<file path="src/rtl/arb_pkg.sv">
// Shared types and default geometry for the round-robin lock arbiter.
// State encoding plus a modulo-N increment used for pointer wrap.
package arb_pkg;

  typedef enum logic {
    IDLE   = 1'b0,
    LOCKED = 1'b1
  } arb_state_e;

  localparam int ARB_N     = 4;
  localparam int ARB_ID_W  = 1;
  localparam int ARB_OFF_W = 3;
  localparam int ARB_BEATS = 1;

  // Explicit wrap so non-power-of-two channel counts never index past N-1.
  function automatic int wrap_inc(input int i, input int n);
    return (i + 1 >= n) ? 0 : i + 1;
  endfunction

endpackage

</file>
<file path="src/rtl/arb_out_slice.sv">
// One-entry output register slice: accepts when empty or draining, one cycle of latency.
// Holds its payload stable while valid and the sink is not ready.
module arb_out_slice #(
  parameter int W = 8
) (
  input  logic         clock,
  input  logic         reset,
  input  logic         in_vld_i,
  output logic         in_rdy_o,
  input  logic [W-1:0] in_dat_i,
  output logic         out_vld_o,
  input  logic         out_rdy_i,
  output logic [W-1:0] out_dat_o
);

  logic         vld_q, vld_d;
  logic [W-1:0] dat_q, dat_d;

  assign in_rdy_o  = !vld_q || out_rdy_i;
  assign out_vld_o = vld_q;
  assign out_dat_o = dat_q;

  always_comb begin
    vld_d = vld_q;
    dat_d = dat_q;
    if (in_vld_i && in_rdy_o) begin
      vld_d = 1'b1;
      dat_d = in_dat_i;
    end else if (out_rdy_i) begin
      vld_d = 1'b0;
    end
  end

  always_ff @(posedge clock) begin
    if (reset) begin
      vld_q <= 1'b0;
      dat_q <= '0;
    end else begin
      vld_q <= vld_d;
      dat_q <= dat_d;
    end
  end

endmodule

</file>
<file path="src/rtl/rr_lock_arbiter.sv">
// N-way round-robin arbiter that can hold a grant for a BEATS-long locked burst.
// Define ARB_OUT_REG_EN to place a one-entry register slice on the output side.
module rr_lock_arbiter
  import arb_pkg::*;
#(
  parameter int N     = ARB_N,
  parameter int ID_W  = ARB_ID_W,
  parameter int OFF_W = ARB_OFF_W,
  parameter int BEATS = ARB_BEATS
) (
  input  logic                  clock,
  input  logic                  reset,
  input  logic [N-1:0]          io_in_valid,
  output logic [N-1:0]          io_in_ready,
  input  logic [N*ID_W-1:0]     io_in_bits_id,
  input  logic [N*OFF_W-1:0]    io_in_bits_offset,
  input  logic                  io_out_ready,
  output logic                  io_out_valid,
  output logic [ID_W-1:0]       io_out_bits_id,
  output logic [OFF_W-1:0]      io_out_bits_offset,
  output logic [$clog2(N)-1:0]  io_chosen
);

  localparam int PTR_W = $clog2(N);
  localparam int CNT_W = $clog2(BEATS + 1);
  localparam logic [CNT_W-1:0] LAST_CNT = CNT_W'(BEATS - 1);

  arb_state_e       state_q, state_d;
  logic [PTR_W-1:0] ptr_q, ptr_d;
  logic [PTR_W-1:0] lk_q, lk_d;
  logic [CNT_W-1:0] cnt_q, cnt_d;

  logic [PTR_W-1:0] grant;
  logic             found;
  int               idx;
  logic             core_vld;
  logic             core_rdy;
  logic             fire;
  logic [ID_W-1:0]  core_id;
  logic [OFF_W-1:0] core_off;

  always_ff @(posedge clock) begin
    if (reset) begin
      state_q <= IDLE;
      ptr_q   <= '0;
      lk_q    <= '0;
      cnt_q   <= '0;
    end else begin
      state_q <= state_d;
      ptr_q   <= ptr_d;
      lk_q    <= lk_d;
      cnt_q   <= cnt_d;
    end
  end

  // With nothing valid in IDLE the grant rests on ptr, so io_chosen reports ptr.
  always_comb begin
    grant = ptr_q;
    found = 1'b0;
    idx   = int'(ptr_q);
    if (state_q == LOCKED) begin
      grant = lk_q;
    end else begin
      for (int i = 0; i < N; i++) begin
        if (!found && io_in_valid[idx]) begin
          found = 1'b1;
          grant = PTR_W'(idx);
        end
        idx = wrap_inc(idx, N);
      end
    end
  end

  assign core_vld = io_in_valid[grant];
  assign core_id  = io_in_bits_id[int'(grant)*ID_W +: ID_W];
  assign core_off = io_in_bits_offset[int'(grant)*OFF_W +: OFF_W];
  assign fire     = core_vld && core_rdy;

  always_comb begin
    io_in_ready        = '0;
    io_in_ready[grant] = core_rdy;
  end

  always_comb begin
    state_d = state_q;
    ptr_d   = ptr_q;
    lk_d    = lk_q;
    cnt_d   = cnt_q;
    if (fire) begin
      if (state_q == IDLE) begin
        if (BEATS == 1) begin
          ptr_d = PTR_W'(wrap_inc(int'(grant), N));
        end else begin
          state_d = LOCKED;
          lk_d    = grant;
          cnt_d   = CNT_W'(1);
        end
      end else if (cnt_q == LAST_CNT) begin
        state_d = IDLE;
        cnt_d   = '0;
        ptr_d   = PTR_W'(wrap_inc(int'(lk_q), N));
      end else begin
        cnt_d = cnt_q + CNT_W'(1);
      end
    end
  end

`ifdef ARB_OUT_REG_EN
  localparam int DW = PTR_W + ID_W + OFF_W;
  logic [DW-1:0] slice_dat;

  arb_out_slice #(.W(DW)) u_out_slice (
    .clock     (clock),
    .reset     (reset),
    .in_vld_i  (core_vld),
    .in_rdy_o  (core_rdy),
    .in_dat_i  ({grant, core_id, core_off}),
    .out_vld_o (io_out_valid),
    .out_rdy_i (io_out_ready),
    .out_dat_o (slice_dat)
  );

  assign {io_chosen, io_out_bits_id, io_out_bits_offset} = slice_dat;
`else
  assign core_rdy           = io_out_ready;
  assign io_out_valid       = core_vld;
  assign io_out_bits_id     = core_id;
  assign io_out_bits_offset = core_off;
  assign io_chosen          = grant;
`endif

endmodule
</file>
<file path="config.mk">
export PLATFORM = sky130hd
export DESIGN_NAME = rr_lock_arbiter
export DESIGN_NICKNAME = d
export VERILOG_FILES = /design/src/rtl/arb_pkg.sv /design/src/rtl/arb_out_slice.sv /design/src/rtl/rr_lock_arbiter.sv
export SDC_FILE = /design/constraint.sdc
export NUM_CORES = 1
export LEC_CHECK = 0
export BUFFER_PORTS_ARGS = -buffer_cell sky130_fd_sc_hd__clkbuf_2
export CAP_MARGIN = 20
export CORE_MARGIN = 2
export CORE_UTILIZATION = 50
export DETAILED_ROUTE_END_ITERATION = 6
export GPL_ROUTABILITY_DRIVEN = 0
export PLACE_DENSITY = 0.84
export REMOVE_ABC_BUFFERS = 1
export SYNTH_ARGS = -nofsm -noshare
export SYNTH_HDL_FRONTEND = slang
export SYNTH_SLANG_ARGS = --single-unit
</file>
<file path="constraint.sdc">
create_clock -name clock -period 4.95 [get_ports clock]
set_input_delay 0 -clock clock [delete_from_list [all_inputs] [get_ports clock]]
set_output_delay 0 -clock clock [all_outputs]
set_load 0.05 [all_outputs]
</file>
After elaboration in Yosys (flattened, before gate mapping)
Cells that the tools add are included.
{ "word_totals": {"register_bits": 4, "out_inout_bits": 11, "elab_cells": 67} }
{ "classes": {"n_addsub": 5, "multipliers": 1, "order_cmp": 10, "eq_ne": 1, "n_shift": 2, "mux": 34, "bitwise": 1, "n_reduce_logical": 10} }
{ "ops": {"columns": ["operator", "n"], "rows": [
  ["greater-or-equal comparator 32 x 4 -> 1 bit (second input constant)", 3],
  ["two-way mux 1 bit", 18],
  ["two-way mux 2 bit", 7],
  ["indexed part select 12 x 5 -> 3 bit", 1],
  ["binary-select mux 1 bit (select 2 bit)", 5],
  ["adder 2 x 1 -> 3 bit (second input constant)", 2],
  ["less-than comparator 2 x 3 -> 1 bit (second input constant)", 2],
  ["adder 4 x 1 -> 5 bit (second input constant)", 1],
  ["logical AND 1 bit", 5],
  ["less-than comparator 5 x 3 -> 1 bit (second input constant)", 1],
  ["two-way mux 5 bit", 1],
  ["adder 3 x 1 -> 4 bit (second input constant)", 1],
  ["bitwise AND 4 bit", 1],
  ["less-than comparator 4 x 3 -> 1 bit (second input constant)", 1],
  ["multiplier 2 x 2 -> 4 bit (second input constant)", 1],
  ["two-way mux 4 bit", 1],
  ["AND reduction 2 bit", 2],
  ["indexed part select 4 x 3 -> 1 bit", 1],
  ["greater-or-equal comparator 3 bit (second input constant)", 1],
  ["zero test 1 bit", 3],
  ["less-than comparator 3 bit (second input constant)", 1],
  ["two-way mux 3 bit", 1],
  ["demux 1 bit (select 2 bit)", 1],
  ["greater-or-equal comparator 2 x 1 -> 1 bit (second input constant)", 1],
  ["2 further kinds", 2]
]} }

Logic depth before layout (Yosys ltp)
{ "depth": {"word_depth": 22, "ltp_mapped": 13, "ltp_nobuf": 10} }

Worst setup path after synthesis
Ideal clock, no wire load.
{ "synth_path": {"path_type": "reg-to-output", "start": "reg ptr_q[0]", "end": "out io_out_valid", "arrival_ns": 3.240, "path_slack_ns": 1.710, "path_stages_with_launch": 12, "path_cell_list": "dfxtp_1 buf_6 inv_1 ha_1 buf_4 mux2i_1 mux2_2 and2b_2 o21a_1 or2_4 buf_2 a22oi_1"} }
{ "synth_via": {"elab_chain_cells": 19} }
{ "synth_rtl": {"columns": ["element", "line", "rtl"], "rows": [
  ["start: declaration", "rr_lock_arbiter.sv:29", "logic [PTR_W-1:0] ptr_q, ptr_d;"],
  ["start signal: assignment", "rr_lock_arbiter.sv:50", "ptr_q <= ptr_d;"],
  ["branches (longest 15 deep; another with greater-or-equal comparator 32 x 4 -> 1 bit)", null, null],
  ["two-way mux 2 bit *", "rr_lock_arbiter.sv:65", "if (!found && io_in_valid[idx]) begin"],
  ["two-way mux 2 bit *", "rr_lock_arbiter.sv:61", "if (state_q == LOCKED) begin"],
  ["named net io_chosen[0]", "rr_lock_arbiter.sv:21", "output logic [$clog2(N)-1:0] io_chosen"],
  ["binary-select mux 1 bit (select 2 bit) *", "rr_lock_arbiter.sv:74", "assign core_vld = io_in_valid[grant];"],
  ["two-way mux 1 bit (not written as such) *", "rr_lock_arbiter.sv:74", null],
  ["end: declaration", "rr_lock_arbiter.sv:18", "output logic io_out_valid,"]
]} }
Mark *: on every way through the listed nets, which the timed path passes. The select of a mux whose other input is x is not followed.

Final worst setup path
{ "layout_path": {"start": "reg ptr_q[0]", "end": "out io_out_bits_offset[0]"} }
{ "layout_via": {"elab_chain_cells": 19} }
{ "layout_rtl": {"columns": ["element", "line", "rtl"], "rows": [
  ["branches (longest 15 deep; another with greater-or-equal comparator 32 x 4 -> 1 bit)", null, null],
  ["two-way mux 2 bit *", "rr_lock_arbiter.sv:65", null],
  ["two-way mux 2 bit *", "rr_lock_arbiter.sv:61", null],
  ["multiplier 2 x 2 -> 4 bit *", "rr_lock_arbiter.sv:76", "assign core_off = io_in_bits_offset[int'(grant)*OFF_W +: OFF_W];"],
  ["indexed part select 12 x 5 -> 3 bit *", "rr_lock_arbiter.sv:76", null],
  ["end: declaration", "rr_lock_arbiter.sv:20", "output logic [OFF_W-1:0] io_out_bits_offset,"]
]} }
Every way passes the cells marked *. The select of a mux whose other input is x is not followed.

==> run_results.csv <==
group,metric,value,unit
global_route,first_global_vias,750,
layout,largest_register_ff_count,2,
pwr,report.power.total,0.717,mW
floorplan,placementRows,14,
critical_path,cell_chain_critical_path,"inv_1, ha_1, mux2i_1, mux2_2, o211ai_1, a22oi_2, inv_1, and2_1, a211oi_1, a21oi_1, clkbuf_2",
logic_synthesis,synth-compound-area-share,0.268,
critical_path,critPathMaxStageDelay,0.75,ns
logic_synthesis,synth_seq_cells,2,
layout,multiInputGateArea,682,um^2
layout,mostFrequentLayoutCell,"clkbuf_2",
global_route,grt_overflow_total,0,
floorplan,fp.dieH,43.4,um
critical_path,worstPathArrival,4.09,ns
clock_tree,cts_resized,0,
timing,setup_viol,0,
global_route,grt.met3_usage,0.0167,
global_route,grt.met1_usage,0.264,
critical_path,worstSetupStartpointType,"register",
critical_path,timing.rr.end,"ptr_q[1]",
route,finalWirelength,1.83,mm
flow_run,maxCapViolations,0,
floorplan,die_area,1880,um^2
logic_synthesis,synth_top_family_by_area,"multiplexers",
critical_path,library_cell_contributing_the_largest_single_delay_on_the_critical_path,"a22oi_2",
place,detailedPlace.worstSlack,1.11,ns
timing,finalMaxSlewViolations,0,
place,place.port_buffers,33,
layout,commonest_non_fill_non_tap_cells_in_the_layout,"clkbuf_2, mux2i_1, and2_1, ha_1, a21oi_1",
timing,final.hold.worst_slack,0.0860,ns
clock_tree,clock_insertion_delay_worst_skew,0.22,ns
logic_synthesis,synthXorXnorAreaFrac,0,
route,post_drt_wl_per_cell,13.2,um
layout,nets,156,
clock_tree,clock_sink_count,2,
global_route,grt_start_max_net_pins,16,
layout,register_area,40.0,um^2
critical_path,setup.worst_path.class,"reg2out",
layout,finish.utilization,0.645,
critical_path,worstRegToRegCells,9,
critical_path,critical_path.endpoint,"io_out_bits_offset[0]",
layout,antenna_cells_inserted,0,
critical_path,worstPathRequired,4.95,ns
route,vias,785,
layout,syn_to_final_growth,22.3,%
floorplan,chipWidth,43.4,um
layout,nFillCells,131,
logic_synthesis,post_synth_inst_count,91,
min_path,worst_hold_path.num_cells,3,
layout,fin_cells,139,
logic_synthesis,synthAdderAreaFrac,0.129,
timing,finalWorstPathRequiredPeriod,4.09,ns
clock_tree,tritoncts,"done",
global_route,grt.met2_usage,0.346,
place,dp.cells,136,
timing,final_hold_viol_count,0,
timing,totalNegativeSetupSlack,0,ns
route,detailedRoute.firstIterationViolations,7,
logic_synthesis,post_synthesis_area_per_instance,8.52,um^2
clock_tree,clock_tree.buffer_depth,2,
logic_synthesis,count_of_different_cell_masters_after_synthesis,37,
clock_tree,cts_hold_repair.buffers,0,
layout,layout-drive-gt1-share,0.398,
route,vias_per_cell,5.65,
logic_synthesis,synthMuxAreaShare,0.276,
clock_tree,clock_tree.htree_level_count,1,
timing,layout_setup_ws,0.859,ns
clock_tree,clock_tree.root_cell,"clkbuf_4",
route,final_antenna_net_count,0,
clock_tree,cts.clk_slew.worst_paths,0.03,ns
place,dpl-instance-area,926,um^2
logic_synthesis,yosys.area_share.simple,0.206,
logic_synthesis,yosys_warnings,0,
route,drc,0,
critical_path,crit_top_cell,"inv_1",
clock_tree,post-cts-setup-buffer-count,0,
global_route,grt_pass1_wl,3.08,mm
floorplan,ios,34,
pwr,peakVddDrop,0.000596,V
min_path,hp-class,"in2reg",
timing,rsz0062_at_grt,"false",
timing,final.period_utilization,0.826,
pwr,powerDensity,756,nW/um^2
place,dp_hpwl,1.43,mm
global_route,antenna_found_initial,0,
timing,worst-slew-pin-transition,0.851,ns
timing,skew,0.00425,ns
floorplan,core_area,1470,um^2
clock_tree,cts-buffers-inserted,3,
global_route,top_usage_layer,"met2",
critical_path,critical_path.startpoint,"ptr_q[0]",
run_status,outcome,"complete, no violations",
timing,maxSlewHeadroom,0.433,
layout,final_design_area_no_fill,948,um^2
floorplan,start_util,0.527,
critical_path,rrSetupSlack,1.25,ns
layout,layout_top_registers,"ptr_q x2",
layout,register_bank_with_the_most_flops,"ptr_q",
logic_synthesis,synth_sequential_area_ratio,0.0516,
timing,max_freq,244,MHz
critical_path,cp-end-kind,"output port",
critical_path,worstPathMaxFanout,15,
global_route,grt_util_all_layers,0.209,
logic_synthesis,synth_enable_flop_cells,0,
logic_synthesis,netlist_area_pre_place,776,um^2
critical_path,startpoint_of_the_worst_slack_reg_to_reg_timing_path,"ptr_q[0]",
route,detail_route.first_pass.iterations,4,
logic_synthesis,dominantRegCellSynth,"dfxtp_1",
pwr,power.static_leakage,0.427,nW
logic_synthesis,async_flop_share,0,
power by group:
group	internal (mW)	switching, mW
Clock	0.0267	0.00925
Combinational	0.205	0.438
Sequential	0.0207	0.0166
Total	0.253	0.464
layout make-up:
class	instances	share of cell area
Clock buffer	3	0.0237
Inverter	5	0.0198
Multi-Input combinational cell	80	0.719
Sequential cell	2	0.0422
Tap cell	16	0.0211
Timing Repair Buffer	33	0.174
how the worst min path moves through the flow:
stage	startpoint	endpoint	slack (ns)
finish	reset	ptr_q[0]	0.09
global route	reset	ptr_q[0]	0.09
CTS	reset	ptr_q[0]	0.08
detailed placement	reset	ptr_q[0]	0.31
global placement	reset	ptr_q[0]	0.29
floorplan	reset	ptr_q[0]	0.16
worst max-delay path: cells and delay by family (launching register included):
family          cells  cell delay [ns]
mux                 2             0.58
simple gates        1             0.23
flops               1             0.65
buf+inv             3             0.76
fa+ha+maj           1             0.49
compound gates      4             1.15
routing by layer:
| layer | share of wire | up-vias | wire (um) |
|---|---|---|---|
| met1 | 0.45 | 349 | 817 |
| met5 | 0 | - | 0 |
| met3 | 0.046 | 4 | 84 |
| li1 | - | 408 | - |
| met2 | 0.49 | 24 | 891 |
| met4 | 0.020 | 0 | 36 |
Yosys cell counts (all sizes together) (2+ instances only):
cell	count	area, um^2
nand4	2	12.5
buf	4	35.0
inv	5	18.8
and2	8	50.1
nor2	3	13.8
mux2	4	48.8
dfxtp	2	40.0
mux2i	13	143
a211oi	5	37.5
a22oi	4	35.0
nor4	2	12.5
nor3	2	10.0
o311a	2	20.0
nand2	3	11.3
nor2b	2	12.5
ha	8	100
o211ai	3	22.5
a21oi	6	30.0
or2	2	15.0
kinds of logic (layout without fill, tap and decap cells):
family / count (synthesis) / count (layout)
AND/OR/NAND/NOR: 27 / 27
AO/OA/AOI/OAI: 27 / 27
buffers and inverters: 9 / 41
adder cells (fa/ha/maj): 8 / 8
multiplexers: 18 / 18
flip-flops: 2 / 2
Note: power is estimated with default switching activity, not from simulation.
